<file path="src/rtl/fetch_pkg.sv">
// Shared types and constants for the fetch sequencer.
package fetch_pkg;

    localparam int PC_W  = 12;
    localparam int LUT_W = 5;
    localparam int CNT_W = 16;

    localparam logic [CNT_W-1:0] CNT_MAX = '1;

    typedef enum logic [1:0] {
        IDLE = 2'd0,
        RUN  = 2'd1,
        DONE = 2'd2
    } fetch_state_t;

    // Increment that sticks at CNT_MAX instead of wrapping.
    function automatic logic [CNT_W-1:0] sat_inc(input logic [CNT_W-1:0] v);
        return (v == CNT_MAX) ? v : v + 1'b1;
    endfunction

endpackage

</file>
<file path="src/rtl/fetch_ctrl_if.sv">
// Decoder-side control and status bundle of the fetch sequencer.
interface fetch_ctrl_if #(
    parameter int D     = fetch_pkg::PC_W,
    parameter int LUT_W = fetch_pkg::LUT_W
);
    logic                   start;
    logic                   stall;
    logic                   halt;
    logic                   branch_en;
    logic                   branch_abs;
    logic [LUT_W-1:0]       branch_idx;
    logic                   lut_wr_en;
    logic [LUT_W-1:0]       lut_wr_addr;
    logic [D-1:0]           lut_wr_data;
    logic [D-1:0]           prog_ctr;
    logic                   running;
    logic                   done;
    logic [fetch_pkg::CNT_W-1:0] instr_count;

    // Decoder / host side.
    modport master (
        output start, stall, halt, branch_en, branch_abs, branch_idx,
        output lut_wr_en, lut_wr_addr, lut_wr_data,
        input  prog_ctr, running, done, instr_count
    );

    // Fetch sequencer side.
    modport slave (
        input  start, stall, halt, branch_en, branch_abs, branch_idx,
        input  lut_wr_en, lut_wr_addr, lut_wr_data,
        output prog_ctr, running, done, instr_count
    );
endinterface

</file>
<file path="src/rtl/branch_lut.sv">
// Branch-target table: register array, one synchronous write port and one
// combinational read port. No reset; contents persist across resets.
module branch_lut #(
    parameter int D     = fetch_pkg::PC_W,
    parameter int LUT_W = fetch_pkg::LUT_W
) (
    input  logic             clk,
    input  logic             wr_en,
    input  logic [LUT_W-1:0] wr_addr,
    input  logic [D-1:0]     wr_data,
    input  logic [LUT_W-1:0] rd_addr,
    output logic [D-1:0]     rd_data
);
    localparam int ENTRIES = 2 ** LUT_W;

    logic [D-1:0] entry_reg [ENTRIES];

    generate
        for (genvar gi = 0; gi < ENTRIES; gi++) begin : g_entry
            // Each entry loads only when addressed by an enabled write.
            always_ff @(posedge clk) begin
                if (wr_en && (wr_addr == LUT_W'(gi))) begin
                    entry_reg[gi] <= wr_data;
                end
            end
        end
    endgenerate

    assign rd_data = entry_reg[rd_addr];

endmodule

</file>
<file path="src/rtl/fetch_ctrl.sv">
// Program counter and fetch sequencer driving the instruction ROM address.
// RUN applies one action per cycle: halt > stall > branch > increment.
module fetch_ctrl #(
    parameter int D     = fetch_pkg::PC_W,
    parameter int LUT_W = fetch_pkg::LUT_W
) (
    input  logic         clk,
    input  logic         reset,
    fetch_ctrl_if.slave  bus
);
    import fetch_pkg::*;

    localparam logic [1:0] ST_IDLE = IDLE;
    localparam logic [1:0] ST_RUN  = RUN;
    localparam logic [1:0] ST_DONE = DONE;

    logic [1:0]       state_reg, state_next;
    logic [D-1:0]     pc_reg, pc_next;
    logic [CNT_W-1:0] cnt_reg, cnt_next;

    logic             lut_we;
    logic [D-1:0]     lut_target;
    logic [D-1:0]     rel_offset;

    // Table is only writable outside RUN so a branch read never races a write;
    // reset also blocks the write in its own edge.
    assign lut_we = bus.lut_wr_en && (state_reg != ST_RUN) && !reset;

    branch_lut #(
        .D     (D),
        .LUT_W (LUT_W)
    ) u_lut (
        .clk     (clk),
        .wr_en   (lut_we),
        .wr_addr (bus.lut_wr_addr),
        .wr_data (bus.lut_wr_data),
        .rd_addr (bus.branch_idx),
        .rd_data (lut_target)
    );

    assign rel_offset = {{(D-LUT_W){bus.branch_idx[LUT_W-1]}}, bus.branch_idx};

    // Next-state, PC mux and retired-instruction counter.
    always_comb begin
        state_next = state_reg;
        pc_next    = pc_reg;
        cnt_next   = cnt_reg;
        unique case (state_reg)
            ST_RUN: begin
                if (bus.halt) begin
                    state_next = ST_DONE;
                    cnt_next   = sat_inc(cnt_reg);
                end else if (bus.stall) begin
                    pc_next = pc_reg;
                end else begin
                    cnt_next = sat_inc(cnt_reg);
                    if (bus.branch_en) begin
                        pc_next = bus.branch_abs ? lut_target : pc_reg + rel_offset;
                    end else begin
                        pc_next = pc_reg + D'(1);
                    end
                end
            end
            ST_IDLE, ST_DONE: begin
                if (bus.start) begin
                    state_next = ST_RUN;
                    pc_next    = '0;
                    cnt_next   = '0;
                end
            end
            default: begin
                state_next = ST_IDLE;
            end
        endcase
    end

    // State, PC and counter registers.
    always_ff @(posedge clk) begin
        if (reset) begin
            state_reg <= ST_IDLE;
            pc_reg    <= '0;
            cnt_reg   <= '0;
        end else begin
            state_reg <= state_next;
            pc_reg    <= pc_next;
            cnt_reg   <= cnt_next;
        end
    end

    assign bus.prog_ctr    = pc_reg;
    assign bus.running     = (state_reg == ST_RUN);
    assign bus.done        = (state_reg == ST_DONE);
    assign bus.instr_count = cnt_reg;

endmodule
</file>
<file path="src/flat_wrapper.sv">
// flat-port wrapper written by rule: the top's interface ports become plain ports
module fetch_ctrl_flat import fetch_pkg::*;
#(
    parameter int D     = fetch_pkg::PC_W,
    parameter int LUT_W = fetch_pkg::LUT_W
)
  (clk, reset, bus_start, bus_stall, bus_halt, bus_branch_en, bus_branch_abs, bus_branch_idx, bus_lut_wr_en, bus_lut_wr_addr, bus_lut_wr_data, bus_prog_ctr, bus_running, bus_done, bus_instr_count);
  fetch_ctrl_if #(.D(D), .LUT_W(LUT_W)) bus_i ();
  input  logic clk;
  input  logic reset;
  input wire logic [$bits(bus_i.start)-1:0] bus_start;
  input wire logic [$bits(bus_i.stall)-1:0] bus_stall;
  input wire logic [$bits(bus_i.halt)-1:0] bus_halt;
  input wire logic [$bits(bus_i.branch_en)-1:0] bus_branch_en;
  input wire logic [$bits(bus_i.branch_abs)-1:0] bus_branch_abs;
  input wire logic [$bits(bus_i.branch_idx)-1:0] bus_branch_idx;
  input wire logic [$bits(bus_i.lut_wr_en)-1:0] bus_lut_wr_en;
  input wire logic [$bits(bus_i.lut_wr_addr)-1:0] bus_lut_wr_addr;
  input wire logic [$bits(bus_i.lut_wr_data)-1:0] bus_lut_wr_data;
  output wire logic [$bits(bus_i.prog_ctr)-1:0] bus_prog_ctr;
  output wire logic [$bits(bus_i.running)-1:0] bus_running;
  output wire logic [$bits(bus_i.done)-1:0] bus_done;
  output wire logic [$bits(bus_i.instr_count)-1:0] bus_instr_count;
  assign bus_i.start = bus_start;
  assign bus_i.stall = bus_stall;
  assign bus_i.halt = bus_halt;
  assign bus_i.branch_en = bus_branch_en;
  assign bus_i.branch_abs = bus_branch_abs;
  assign bus_i.branch_idx = bus_branch_idx;
  assign bus_i.lut_wr_en = bus_lut_wr_en;
  assign bus_i.lut_wr_addr = bus_lut_wr_addr;
  assign bus_i.lut_wr_data = bus_lut_wr_data;
  assign bus_prog_ctr = bus_i.prog_ctr;
  assign bus_running = bus_i.running;
  assign bus_done = bus_i.done;
  assign bus_instr_count = bus_i.instr_count;
  fetch_ctrl #(.D(D), .LUT_W(LUT_W)) u_core (.clk(clk), .reset(reset), .bus(bus_i));
endmodule
</file>
<file path="config.mk">
export PLATFORM = sky130hd
export DESIGN_NAME = fetch_ctrl_flat
export DESIGN_NICKNAME = d
export VERILOG_FILES = /design/src/rtl/fetch_pkg.sv /design/src/rtl/fetch_ctrl_if.sv /design/src/rtl/branch_lut.sv /design/src/rtl/fetch_ctrl.sv /design/src/flat_wrapper.sv
export SDC_FILE = /design/constraint.sdc
export NUM_CORES = 1
export LEC_CHECK = 0
export ABC_CLOCK_PERIOD_IN_PS = 7810
export CAP_MARGIN = 30
export CORE_MARGIN = 1.5
export CORE_UTILIZATION = 36
export CTS_BUF_LIST = sky130_fd_sc_hd__clkbuf_2 sky130_fd_sc_hd__clkbuf_4 sky130_fd_sc_hd__clkbuf_8
export DETAILED_ROUTE_END_ITERATION = 7
export GPL_ROUTABILITY_DRIVEN = 0
export HOLD_SLACK_MARGIN = 0.12
export PLACE_DENSITY = 0.59
export SLEW_MARGIN = 5
export SYNTH_ARGS = -nofsm -noshare
export SYNTH_HDL_FRONTEND = slang
export SYNTH_SLANG_ARGS = --single-unit
</file>
<file path="constraint.sdc">
create_clock -name clk -period 7.81 [get_ports clk]
set_input_delay 1.1715 -clock clk [delete_from_list [all_inputs] [get_ports clk]]
set_output_delay 1.1715 -clock clk [all_outputs]
set_load 0.01 [all_outputs]
</file>
* Word level (Yosys, flattened, before mapping) *
Memory sizes are Yosys's and may differ from the RTL's.
Index checks and enable logic that the tools add are counted.

storage, ports and cells
  word-level logic and storage cells = 291
  bits in writable memories = 384
  bits of input ports = 30
  register bits after elaboration = 30
  bits in latches = 0
  memory bits (read-only) = 0
  memories = 1
  output and inout bits = 30

memory list
  memory                  words  width  read ports  clocked after memory_dff  wr ports  RTL line          RTL
  u_core.u_lut.entry_reg  32     12     1           0                         1         branch_lut.sv:16  logic [D-1:0] entry_reg [ENTRIES];

cells by class
  $add $sub $neg = 3
  div/mod/pow operators = 0
  mux-type cells = 171
  $lt $le $gt $ge = 0
  bitwise logic cells = 0
  $mul = 0
  shift operators = 0
  reductions and logical operators = 73
  eq/ne operators = 40

operators with widths
  kind                     number
  $mux W12                 36
  $reduce_or A12 Y1        31
  $mux W5                  31
  $mux W1                  95
  $eq A5 B5 Y1 const B     16
  $mux W16                 4
  $eq A5 B4 Y1 const B     8
  $logic_and A1 B1 Y1      34
  $pmux W16 S2             1
  $pmux W12 S2             1
  $eq A5 B3 Y1 const B     4
  $add A16 B1 Y16 const B  1
  $eq A16 B16 Y1 const B   1
  $add A12 B1 Y12 const B  1
  $add A12 B12 Y12         1
  $eq A5 B2 Y1 const B     2
  $ne A2 B2 Y1 const B     4
  $eq A5 B1 Y1 const B     1
  $logic_not A5 Y1         1
  $mux W2                  2
  $pmux W2 S2              1
  $reduce_and A4 Y1        1
  $ne A3 B3 Y1 const B     1
  $reduce_and A3 Y1        1
  other kinds (8)          8

* Longest topological paths before layout *
  depth after elaboration = 38
  mapped depth = 12
  gate-level depth less buffers = 9

* Hierarchy *
Synthesis repeated with hierarchy kept, for this count alone.

unflattened totals
  cells, all modules = 1154
  area total of the unflattened synthesis = 17506.8 um2

by module, submodules not included
  module      sequential area each (um2)  area an instance (um2)  times used  cells each
  branch_lut  11531.1                     15230.9                 1           861
  fetch_ctrl  600.6                       2275.9                  1           293

* Least setup slack after synthesis *
OpenSTA, ideal clock, no wires.

  path type = input-to-reg
  from = input bus_branch_idx[1]
  to = register u_core.pc_reg[6] (netlist: u_core.bus.prog_ctr[6])
  path buffers = 4
  data arrival time = 3.463 ns
  setup time = 0.116 ns
  required time = 7.694 ns
  setup slack = 4.231 ns
  cell stages on the path = 12
  path through = clkbuf_1 buf_2 buf_4 buf_4 inv_1 fa_1 nand2b_1 a21oi_1 o21ai_0 a21boi_0 o21ai_0 a31o_2

between the ends
  word-level cells in the longest chain between the ends = 6

RTL lines
  item                                                        RTL line            RTL
  start: declaration                                          flat_wrapper.sv:16  input wire logic [$bits(bus_i.branch_idx)-1:0] bus_branch_idx;
  $add A12 B12 Y12 / $mem_v2 Z32 W12 (equally long branches)  --
  $mux W12 (*)                                                fetch_ctrl.sv:58    pc_next = bus.branch_abs ? lut_target : pc_reg + rel_offset;
  $mux W12 (*)                                                fetch_ctrl.sv:57    if (bus.branch_en) begin
  $mux W12 (*)                                                fetch_ctrl.sv:53    end else if (bus.stall) begin
  $mux W12 (*)                                                fetch_ctrl.sv:50    if (bus.halt) begin
  $pmux W12 S2 (*)                                            fetch_ctrl.sv:48    unique case (state_reg)
  end signal: assignment                                      fetch_ctrl.sv:85    pc_reg <= pc_next;
  end: declaration                                            fetch_ctrl.sv:18    logic [D-1:0] pc_reg, pc_next;

Mark *: on every way between the ends. The rest lies on a longest branch, timed or not. The select of a mux whose other input is x is not followed.
A chain may end at the register's enable or synchronous reset.

* Final worst setup path *
  from = input bus_branch_idx[0]
  to = register u_core.pc_reg[2] (netlist: u_core.bus.prog_ctr[2])

The elaborated chain is that of the path after synthesis.

==> impl_metrics.toml <==
[logic_synthesis]
synthFlopType = "edfxtp_1"
synth_cell_types = 56
netlist_area_sq_um = 17130
synth-seq-cells = 414
yosysWarningCount = 0
async_flop_share = 0
syn_inst = 948
synth_edf_count = 384
synth_top_area_frac = 0.6733
syn_nets = 992
avgSynthCellArea_sq_um = 18.07
seq_area_frac_synth = 0.7084
synth_area_leaders = "edfxtp_1, mux4_2, dfxtp_1"
netlist.top_cell.by_area = "edfxtp_1"

[clock_network]
worst_skew_pair.late_latency_ns = 0.61
cts_tree = "yes"
cts_hold_buf = 0
htreeDepth = 3
clockBufferDepth = 3
cts_buffers = 70
cts_setup_buffers = 0
cts.sinks = 414
root_buffer = "clkbuf_8"
clkTransAtPathRegs_ns = 0.06
cts_resized = 0

[place]
dpl-instance-area_sq_um = 18730
pre_cts_slack_ns = 3.259
dp_cells = 1617
dp_hpwl_mm = 26.63
port_buffers = 59

[route]
drc_errors = 7
drtIter0Drc = 902
num_vias = 9414
firstDrtPassIters = 7
vias_per_cell = 5.410
final_antenna_net_count = 0
drt-total-wl_mm = 41.70
wire_per_inst_microns = 23.96

[floorplan]
fp.dieH_microns = 221.1
die_x_microns = 221.1
start_util = 0.3663
rows = 79
ioPinCount = 60
core_sq_um = 46750
fp.dieArea_sq_um = 48890

[run_status]
status = "finished, violations left"
violations = "design-rule violations"

[global_route]
grt_first_pass_wirelength_mm = 62.27
grt_overflow = 0
grt_start_max_net_pins = 54
antenna_found_initial = 1
grt_use_total = 0.1720
grt_pass1_vias = 9644

[timing]
max_freq_ghz = 0.2659
setup_violations = 0
finalCritPeriodShare = 0.4816
worstMarginPinSlew_ns = 0.9179
fin_tns_setup_ns = 0
hold_viol = 0
post-route-min-period_ns = 3.761
rsz0062_at_grt = "false"
max-slew-margin-rel = 0.3881
fin_hold_ws_ns = 0.5275
clock_skew_ns = 0.02841
slew_violations = 0
fin_ws_ns = 4.049

[setup_path]
critPathMaxFanout = 52
worstPathRequired_ns = 8.27
reg2reg_depth = 6
path_class = "in -> reg"
cp.arrival_ns = 4.22
start_kind = "primary input"
end_kind = "flop"

[final_layout]
final_cell_mix = "edfxtp_1, mux4_2, clkbuf_8, nor2_1, clkdlybuf4s50_1"
nFillCells = 4115
n_antenna_cell = 0
drive_gt1_frac = 0.2551
syn_to_final_growth_pct = 17.18
largest_register_ffs = 384
fin_cells = 1740
stdcell_area_sq_um = 20070
final_common_cell = "edfxtp_1"
final_nets = 1128

[power_and_ir_drop]
swShare = 0.2210
p_int_uw = 3552
ir_drop_uv = 100.5
combPwrFrac = 0.058
power_density_nw_per_um2 = 227.2
power_switching_uw = 1008
seqPwrFrac = 0.534
pwr-share-clk = 0.407
leakage_uw = 0.006343

[flow_run]
max_cap_viol_count = 0

[hold_path]
min_path_cells = 2
hp-class = "reg -> reg"
synthesized netlist by cell type (9+ instances only):
cell / number
edfxtp_1: 384
mux4_2: 106
nor2_1: 71
nand2_1: 32
dfxtp_1: 30
a21oi_1: 25
clkbuf_1: 24
o21ai_0: 23
mux2i_1: 20
nand3_1: 20
xnor2_1: 20
nor3_1: 18
nand2b_1: 16
ha_1: 13
a211oi_1: 12
buf_2: 11
nor2b_1: 11
nand4_1: 9
kinds of logic (layout without fill, tap and decap cells):
kind of cell | count (synthesis) | after routing | synth area share
compound gates | 104 | 104 | 0.03982
xor+xnor | 21 | 21 | 0.01074
fa+ha+maj | 14 | 14 | 0.01067
buf+inv | 56 | 241 | 0.01549
flops | 414 | 414 | 0.7084
mux | 132 | 132 | 0.1550
simple gates | 207 | 207 | 0.05991
worst paths after layout:
kind                              from  slack (ns)                            end
max                  bus_branch_idx[0]        4.05         u_core.bus.prog_ctr[2]
min reg2reg  u_core.bus.instr_count[0]        0.53      u_core.bus.instr_count[0]
max reg2reg        u_core.state_reg[0]        5.16  u_core.u_lut.entry_reg[30][5]
min          u_core.bus.instr_count[0]        0.53      u_core.bus.instr_count[0]
power groups by stage:
| stage | sequential, uW | combinational [uW] | clock, uW |
|---|---|---|---|
| floorplan | 2480 | 150 | 0 |
| global placement | 2480 | 266 | 0 |
| detailed placement | 2480 | 269 | 0 |
| CTS | 2440 | 270 | 1910 |
| global route | 2430 | 285 | 2000 |
| finish | 2440 | 266 | 1860 |
routing by layer:
metal,routed length [microns],track usage,up-vias
met5,13,0,-
met4,1012,0.05384,2
met3,2883,0.04382,74
met2,20210,0.2814,350
met1,17580,0.2255,4843
li1,-,-,4145
critical path, stage by stage:
cell      delay, ns
buf_6          0.54
buf_4          0.72
mux4_2         0.60
mux4_2         0.49
mux2_2         0.32
a221oi_1       0.26
a211oi_1       0.08
per-stage QoR:
step / power (uW) / utilization
floorplan: 2630 / -
global placement: 2748 / 0.3948
detailed placement: 2751 / 0.4005
CTS: 4611 / 0.4290
global route: 4716 / 0.4293
finish: 4560 / 0.4293
layout make-up:
class / instances / area, sq um / share of cell area
Multi-Input combinational cell: 478 / 4770 / 0.2377
Tap cell: 607 / 759.5 / 0.03784
Clock inverter: 23 / 141.4 / 0.007045
Sequential cell: 414 / 12130 / 0.6045
Clock buffer: 98 / 1192 / 0.05941
Inverter: 7 / 26.28 / 0.001309
Timing Repair Buffer: 113 / 1049 / 0.05224
Note: power is estimated with default switching activity, not from simulation.
